## src/rtl/serial_pkg.sv

```systemverilog
// Shared definitions for the PISO serializer: FSM state encoding and default word width.
package serial_pkg;

    localparam int DEFAULT_WIDTH = 4;

    typedef enum logic {
        IDLE  = 1'b0,
        SHIFT = 1'b1
    } state_e;

endpackage

```

## src/rtl/piso_serializer_if.sv

```systemverilog
// Bundle of the parallel-input handshake and the serial output lines of the serializer.
interface piso_serializer_if
    import serial_pkg::*;
#(
    parameter int WIDTH = DEFAULT_WIDTH
) ();

    logic [WIDTH-1:0] din;
    logic             din_valid;
    logic             din_ready;
    logic             sdata;
    logic             sload;
    logic             word_done;
    logic             busy;

    modport master (
        output din,
        output din_valid,
        input  din_ready,
        input  sdata,
        input  sload,
        input  word_done,
        input  busy
    );

    modport slave (
        input  din,
        input  din_valid,
        output din_ready,
        output sdata,
        output sload,
        output word_done,
        output busy
    );

endinterface

```

## src/rtl/piso_serializer.sv

```systemverilog
// Parallel-in/serial-out converter: accepts a word on a valid/ready handshake and shifts it out
// MSB first, driving the load line of a downstream shift register; back-to-back words have no gap.
module piso_serializer
    import serial_pkg::*;
#(
    parameter int WIDTH = DEFAULT_WIDTH
) (
    input  logic             clk,
    input  logic             rst_n,
    piso_serializer_if.slave bus
);

    localparam int            CW   = (WIDTH > 2) ? $clog2(WIDTH) : 1;
    localparam logic [CW-1:0] LAST = CW'(WIDTH - 1);

    state_e           state_q, state_d;
    logic [WIDTH-1:0] shreg_q, shreg_d;
    logic [CW-1:0]    cnt_q, cnt_d;
    logic             done_q, done_d;
    logic             last_bit;
    logic             ready_int;
    logic             xfer;

    always_ff @(posedge clk or negedge rst_n) begin
        if (!rst_n) begin
            state_q <= IDLE;
            shreg_q <= '0;
            cnt_q   <= '0;
            done_q  <= 1'b0;
        end else begin
            state_q <= state_d;
            shreg_q <= shreg_d;
            cnt_q   <= cnt_d;
            done_q  <= done_d;
        end
    end

    // A new word loading on the last-bit edge overrides the return to IDLE, giving back-to-back words.
    always_comb begin
        state_d   = state_q;
        shreg_d   = shreg_q;
        cnt_d     = cnt_q;
        done_d    = 1'b0;
        last_bit  = (state_q == SHIFT) && (cnt_q == LAST);
        ready_int = (state_q == IDLE) || last_bit;
        xfer      = bus.din_valid && ready_int;

        if (state_q == SHIFT) begin
            shreg_d = {shreg_q[WIDTH-2:0], 1'b0};
            cnt_d   = cnt_q + CW'(1);
            if (last_bit) begin
                done_d  = 1'b1;
                cnt_d   = '0;
                state_d = IDLE;
            end
        end

        if (xfer) begin
            shreg_d = bus.din;
            cnt_d   = '0;
            state_d = SHIFT;
        end
    end

    // Ready is gated by rst_n so upstream never sees a handshake while reset is held.
    assign bus.din_ready = rst_n && ready_int;
    assign bus.sdata     = (state_q == SHIFT) && shreg_q[WIDTH-1];
    assign bus.sload     = (state_q == SHIFT);
    assign bus.busy      = (state_q == SHIFT);
    assign bus.word_done = done_q;

endmodule

```

## src/flat_wrapper.sv

```systemverilog
// flat-port wrapper written by rule: the top's interface ports become plain ports
module piso_serializer_flat import serial_pkg::*;
#(
    parameter int WIDTH = DEFAULT_WIDTH
)
  (clk, rst_n, bus_din, bus_din_valid, bus_din_ready, bus_sdata, bus_sload, bus_word_done, bus_busy);
  piso_serializer_if #(.WIDTH(WIDTH)) bus_i ();
  input  logic clk;
  input  logic rst_n;
  input wire logic [$bits(bus_i.din)-1:0] bus_din;
  input wire logic [$bits(bus_i.din_valid)-1:0] bus_din_valid;
  output wire logic [$bits(bus_i.din_ready)-1:0] bus_din_ready;
  output wire logic [$bits(bus_i.sdata)-1:0] bus_sdata;
  output wire logic [$bits(bus_i.sload)-1:0] bus_sload;
  output wire logic [$bits(bus_i.word_done)-1:0] bus_word_done;
  output wire logic [$bits(bus_i.busy)-1:0] bus_busy;
  assign bus_i.din = bus_din;
  assign bus_i.din_valid = bus_din_valid;
  assign bus_din_ready = bus_i.din_ready;
  assign bus_sdata = bus_i.sdata;
  assign bus_sload = bus_i.sload;
  assign bus_word_done = bus_i.word_done;
  assign bus_busy = bus_i.busy;
  piso_serializer #(.WIDTH(WIDTH)) u_core (.clk(clk), .rst_n(rst_n), .bus(bus_i));
endmodule
```

## config.mk

```make
export PLATFORM = sky130hd
export DESIGN_NAME = piso_serializer_flat
export DESIGN_NICKNAME = d
export VERILOG_FILES = /design/src/rtl/serial_pkg.sv /design/src/rtl/piso_serializer_if.sv /design/src/rtl/piso_serializer.sv /design/src/flat_wrapper.sv
export SDC_FILE = /design/constraint.sdc
export NUM_CORES = 1
export LEC_CHECK = 0
export CAP_MARGIN = 20
export CORE_AREA = 2 2 39 41
export CTS_BUF_LIST = sky130_fd_sc_hd__clkbuf_2
export CTS_CLUSTER_SIZE = 10
export DETAILED_ROUTE_END_ITERATION = 10
export DIE_AREA = 0 0 41 43
export PLACE_DENSITY = 0.59
export SETUP_SLACK_MARGIN = 0.2
export SYNTH_ARGS = -nofsm -noshare
export SYNTH_HDL_FRONTEND = slang
export SYNTH_SLANG_ARGS = --single-unit
```

## constraint.sdc

```tcl
create_clock -name clk -period 1.6 [get_ports clk]
set_clock_uncertainty 0.1 [all_clocks]
set_input_delay 0.32 -clock clk [delete_from_list [all_inputs] [get_ports clk]]
set_output_delay 0.32 -clock clk [all_outputs]
set_load 0.005 [all_outputs]
```

==> results.sh, run 1 <==
export IMPL_drive_gt1_share_pct=45.8
export IMPL_dp_cells=67
export IMPL_hpwl_um=587
export IMPL_grt_ovfl_total=0
export IMPL_p_per_area_nw_per_um2=1660
export IMPL_gp_congestion=0.687
export IMPL_dieArea_um2=1760
export IMPL_p_switching_uw=329
export IMPL_finalSetupViolations=1
export IMPL_violations="negative setup slack"
export IMPL_grt_pass1_vias=334
export IMPL_antenna_found_initial=0
export IMPL_synth_area_um2=400
export IMPL_cts_tree="done"
export IMPL_cts_root_buf="clkbuf_2"
export IMPL_dr_pass1_iters=3
export IMPL_ant_nets=0
export IMPL_clk_pin_slew_ns=0.08
export IMPL_clock_sinks=8
export IMPL_avgRoutedWirePerCell_um=11.5
export IMPL_status="complete, but fails checks"
export IMPL_fin_crit_sh_pct=101
export IMPL_switching_share_pct=30.9
export IMPL_coreArea_um2=1380
export IMPL_timing_slew_headroom_pct=84.0
export IMPL_max_freq_ghz=0.621
export IMPL_yosysUniqueCellTypes=18
export IMPL_cts_buffers=3
export IMPL_async_flop_share_pct=100
export IMPL_avgSynthCellArea_um2=11.1
export IMPL_hold_violations=0
export IMPL_initialDrtViolationCount=3
export IMPL_yosysTopAreaCell="dfrtp_1"
export IMPL_pwr_share_comb_pct=57.3
export IMPL_hold_class="input pin to asynchronous set/reset pin"
export IMPL_yosysWarnings=0
export IMPL_instances_no_fill=75
export IMPL_syn_nets=44
export IMPL_vias=350
export IMPL_synth_top_family_by_area="compound AO/OA/AOI/OAI gates"
export IMPL_n_antenna_cell=0
export IMPL_holdWs_ns=0.325
export IMPL_fp_dieH_um=43
export IMPL_timing_max_cap_violations=0
export IMPL_grt_max_degree=11
export IMPL_timing_final_ws_setup_ns=-0.0102
export IMPL_place_ws_ns=-0.239
export IMPL_required_ns=1.18
export IMPL_io_buffers=11
export IMPL_cp_max_fo=2
export IMPL_cp_data_arrival_time_ns=1.19
export IMPL_ys_seq_area_share_pct=50.0
export IMPL_nets=69
export IMPL_p_leak_uw=0.000311
export IMPL_io_pin_count=12
export IMPL_criticalPathCategory="flip-flop to output pin"
export IMPL_htreeDepth=1
export IMPL_drv_slew=0
export IMPL_muxShareOfSynthArea_pct=7.50
export IMPL_synth_xor_area_share_pct=0
export IMPL_clkPwrFrac_pct=11.4
export IMPL_p_seq_share_pct=31.3
export IMPL_rsz0062_at_grt="true"
export IMPL_yosysMostFrequentCell="dfrtp_1"
export IMPL_synth_cells=36
export IMPL_placed_cell_area_um2=559
export IMPL_synthAdderAreaFrac_pct=3.13
export IMPL_fin_crit_ns=1.61
export IMPL_synthTopCellsByArea="dfrtp_1 (50%), mux2_4 (7.5%), a32o_1 (5.0%), and2_1 (4.7%), nand2b_1 (4.7%)"
export IMPL_die_x_um=41
export IMPL_worstSetupStartpointType="flip-flop"
export IMPL_ys_top_cells_by_count="dfrtp_1 (8), and2_1 (3), nand2_1 (3), nand2b_1 (3)"
export IMPL_start_util_pct=28.9
export IMPL_synth_enable_flop_cells=0
export IMPL_internal_power_uw=736
export IMPL_synth_main_ff_cell="dfrtp_1"
export IMPL_endpoint_kind="output pin"
export IMPL_design_area_um2=642
export IMPL_track_usage_pct=11.9
export IMPL_areaGrowthSynthToFinish_pct=60.3
export IMPL_synth_compound_area_share_pct=16.2
export IMPL_drc=0
export IMPL_clockBufferDepth=2
export IMPL_max_slew_worst_pin_slew_ns=0.240
export IMPL_vias_per_cell=4.67
export IMPL_synthSimpleGateAreaFrac_pct=15.3
export IMPL_grt_first_pass_wirelength_um=1400
export IMPL_insertion_delay_ns=0.23
export IMPL_synth_top_area_share_pct=50.0
export IMPL_peakVddDrop_uv=676
export IMPL_hold_buffers=0
export IMPL_routed_wirelength_um=860
export IMPL_p_total_uw=1060
export IMPL_rows=14
export IMPL_ys_seq_elements=8
## metrics by stage
step                      util (%)  TNS (ns)
after global routing          46.4   -0.0783
final                         46.4   -0.0102
after global placement        40.4    -0.409
after floorplan                  -         0
after detailed placement      40.4    -0.361
after CTS                     43.7   -0.0199
## per-layer routing
layer	track usage, %	routed length (um)	vias up
met1	16.1	390	168
met2	15.0	423	8
met5	0	0	-
met4	8.00	0	0
li1	-	-	174
met3	4.71	47	0
## cells in the final DEF (no fill, tap or decap), types with 2 or more instances in the layout
master	n
buf_4	9
dfrtp_1	7
clkdlybuf4s50_1	5
buf_6	5
nand2_1	3
clkbuf_2	3
and2_4	2
nand2b_1	2
nor2_1	2
inv_1	2
mux2_4	2
a31oi_1	2
a32o_1	2
dlygate4sd2_1	2
## flip-flops by register name, summed over array words and instances, names as in the netlist
name	count
u_core.bus.word_done	1
u_core.cnt_q	2
u_core.shreg_q	4
u_core.bus.busy	1
## area by class of cell
class,instances,area [um^2]
fillers,152,742
clock buffers,3,15.0
repair buffers,23,209
well taps,16,20.0
inverters,2,7.51
multi-input cells,23,189
flip-flops and latches,8,201
## critical path: stages (launching register included)
cell	delay (ns)
dfrtp_1	0.40
ha_2	0.19
nand2b_4	0.13
and2_4	0.13
buf_6	0.10
## path summary, 6_finish.rpt
| kind | from | to | slack (ns) | cells after the start |
|---|---|---|---|---|
| min reg2reg | u_core.shreg_q[1] | u_core.shreg_q[1] | 0.39 | 2 |
| min in group clk | u_core.shreg_q[1] | u_core.shreg_q[1] | 0.39 | 2 |
| min | rst_n | u_core.bus.word_done | 0.32 | 2 |
| max in group asynchronous | rst_n | u_core.bus.busy | 0.94 | 2 |
| max | u_core.cnt_q[1] | bus_din_ready | -0.01 | 4 |
| max reg2reg | u_core.cnt_q[1] | u_core.shreg_q[0] | 0.10 | 6 |
## cell families (layout without fill, tap and decap cells)
kind of cell | after synthesis | after routing
and+or+nand+nor | 12 | 12
AOI/OAI and AO/OA | 8 | 8
DFF | 8 | 8
buffers and inverters | 5 | 28
muxes | 2 | 2
adders and majority gates | 1 | 1
## power groups by stage
stage          registers [uW]  logic [uW]  clock network [uW]
6_report                  333         611                 121
3_3_place_gp              334         442                   0
2_1_floorplan             329         241                   0
5_1_grt                   343         666                 143
3_5_place_dp              337         448                   0
4_1_cts                   330         523                 129
## repair_timing
item | CTS | global route
buffers inserted | 2 | 3
cloned | 0 | 0
setup endpoints to repair | 5 | 4
resized for setup | 21 | 4
endpoints found under the hold margin | 0 | 0
pin swaps | 4 | 2
Note: power is estimated with default switching activity, not from simulation.
==> run 2: changes to the inputs <==
--- a/config.mk
+++ b/config.mk
@@ -12,7 +12,6 @@
 export DETAILED_ROUTE_END_ITERATION = 10
 export DIE_AREA = 0 0 41 43
 export PLACE_DENSITY = 0.59
-export SETUP_SLACK_MARGIN = 0.2
 export SYNTH_ARGS = -nofsm -noshare
 export SYNTH_HDL_FRONTEND = slang
 export SYNTH_SLANG_ARGS = --single-unit
==> run 2 against run 1 <==
Net effect: the flow still finishes with violations (negative setup slack); setup slack got worse by 0.011 ns; global-route usage decreased by 0.51 points; clock power about the same; non-clock buffer count decreased by 3; first-iteration DRC count increased by 33%; cell area decreased by 7.0%; hold slack improved by 0.0018 ns; utilization decreased by 3.3 points; total power decreased by 11%; sequential share of layout area increased by 2.4 points; cell count decreased by 4.0%.
==> results.sh, run 2 (synthesis gave the netlist of run 1 again) <==
export IMPL_grt_ovfl_total=0
export IMPL_insertion_delay_ns=0.23
export IMPL_fin_crit_sh_pct=101
export IMPL_instances_no_fill=72
export IMPL_crit_chain="ha_2, nand2b_4, and2_4, clkbuf_2"
export IMPL_hpwl_um=587
export IMPL_drive_gt1_share_pct=37.5
export IMPL_avgRoutedWirePerCell_um=11.1
export IMPL_required_ns=1.18
export IMPL_cts_tree="done"
export IMPL_timing_slew_headroom_pct=84.7
export IMPL_timing_max_cap_violations=0
export IMPL_top_regs="u_core.shreg_q x4, u_core.cnt_q x2"
export IMPL_areaGrowthSynthToFinish_pct=49.1
export IMPL_grt_max_degree=11
export IMPL_start_util_pct=28.9
export IMPL_n_antenna_cell=0
export IMPL_final_common_cell="buf_4"
export IMPL_p_per_area_nw_per_um2=1590
export IMPL_grt_pass1_vias=319
export IMPL_largest_reg_flops=4
export IMPL_crit_path_top_delay_cell="dfrtp_1"
export IMPL_hold_class="input pin to asynchronous set/reset pin"
export IMPL_worstSetupStartpointType="flip-flop"
export IMPL_peakVddDrop_uv=576
export IMPL_dp_cells=67
export IMPL_drv_slew=0
export IMPL_gp_congestion=0.687
export IMPL_cts_root_buf="clkbuf_2"
export IMPL_cp_max_fo=2
export IMPL_io_pin_count=12
export IMPL_drc=0
export IMPL_fp_dieH_um=43
export IMPL_fin_crit_ns=1.62
export IMPL_dieArea_um2=1760
export IMPL_hold_violations=0
export IMPL_die_x_um=41
export IMPL_r2r_end="u_core.shreg_q[2]"
export IMPL_nFillCells=156
export IMPL_vias_per_cell=4.61
export IMPL_clock_sinks=8
export IMPL_antenna_found_initial=0
export IMPL_status="complete, but fails checks"
export IMPL_timing_final_ws_setup_ns=-0.0210
export IMPL_ant_nets=0
export IMPL_most_common_layout_cells="buf_4 (9), clkdlybuf4s50_1 (7), dfrtp_1 (7)"
export IMPL_criticalPathCategory="flip-flop to output pin"
export IMPL_max_freq_ghz=0.617
export IMPL_place_ws_ns=-0.239
export IMPL_htreeDepth=1
export IMPL_vias=332
export IMPL_grt_first_pass_wirelength_um=1320
export IMPL_endpoint_kind="output pin"
export IMPL_max_slew_worst_pin_slew_ns=0.228
export IMPL_initialDrtViolationCount=4
export IMPL_cp_slowest_stage_delay_ns=0.40
export IMPL_coreArea_um2=1380
export IMPL_reg2reg_from="u_core.cnt_q[0]"
export IMPL_dr_pass1_iters=2
export IMPL_r2r_cells=5
export IMPL_track_usage_pct=11.4
export IMPL_clk_pin_slew_ns=0.07
export IMPL_io_buffers=11
export IMPL_finalSetupViolations=1
export IMPL_clockBufferDepth=2
export IMPL_largest_register="u_core.shreg_q"
export IMPL_rsz0062_at_grt="true"
export IMPL_cp_data_arrival_time_ns=1.20
export IMPL_routed_wirelength_um=802
export IMPL_cts_buffers=3
export IMPL_r2r_slack_ns=0.28
export IMPL_violations="negative setup slack"
export IMPL_nets=66
export IMPL_rows=14
export IMPL_p_leak_uw=0.000278
## run 2: cell count changes in the layout (fill, tap and decap cells not counted), sizes merged
cell           change
buf                -6
clkdlybuf4s50      +2
clkbuf             +1
dlygate4sd2        +1
dlymetal6s2s       -1
## run 2: cell type report
class / count / area [um^2] / share of cell area, %
repair buffers: 20 / 169 / 28.3
multi-input cells: 23 / 184 / 30.8
flip-flops and latches: 8 / 201 / 33.8
clock buffers: 3 / 15.0 / 2.52
well taps: 16 / 20.0 / 3.35
inverters: 2 / 7.51 / 1.26
## run 2: where the power goes
group,switching [uW],leakage (uW),internal (uW)
registers,53.2,0.0000987,288
clock network,66.8,0.0000125,51.2
logic,174,0.000167,314
total,294,0.000278,653
## run 2: worst max path at each step
stage,endpoint,from
2_1_floorplan,bus_din_ready,u_core.cnt_q[0]
3_3_place_gp,bus_din_ready,rst_n
3_5_place_dp,bus_din_ready,rst_n
4_1_cts,bus_din_ready,u_core.cnt_q[0]
5_1_grt,bus_din_ready,u_core.cnt_q[0]
6_report,bus_din_ready,u_core.cnt_q[0]
## run 2: worst max-delay path, delay by kind of cell (launching register included)
family                     cells  cell delay (ns)
DFF                            1             0.40
and+or+nand+nor                2             0.27
adders and majority gates      1             0.19
buffers and inverters          1             0.10
## run 2: repair_timing
item                       CTS  global route
setup endpoints to repair    4             1
hold buffers                 0             0
pin swaps                    2             1
buffers inserted             0             2
resized for setup            9             2
## run 2: metrics by stage
stage                     setup TNS, ns  power [uW]  cell area (um^2)  utilization (%)  hold WS, ns
after floorplan                       0         570               400                -      -0.0756
after global placement           -0.409         776               559             40.4        0.376
after detailed placement         -0.361         785               559             40.4        0.372
after CTS                        -0.133         923               584             42.2        0.296
after global routing            -0.0888        1030               597             43.1        0.306
final                           -0.0210         947               597             43.1        0.327
## run 2: layer usage
| metal | vias to the layer above | part of all wire [%] | track usage, % |
|---|---|---|---|
| met2 | 8 | 45 | 13.8 |
| met5 | - | 0 | 0 |
| li1 | 168 | - | - |
| met4 | 0 | 0 | 8.00 |
| met3 | 0 | 5.7 | 4.71 |
| met1 | 156 | 50 | 15.7 |
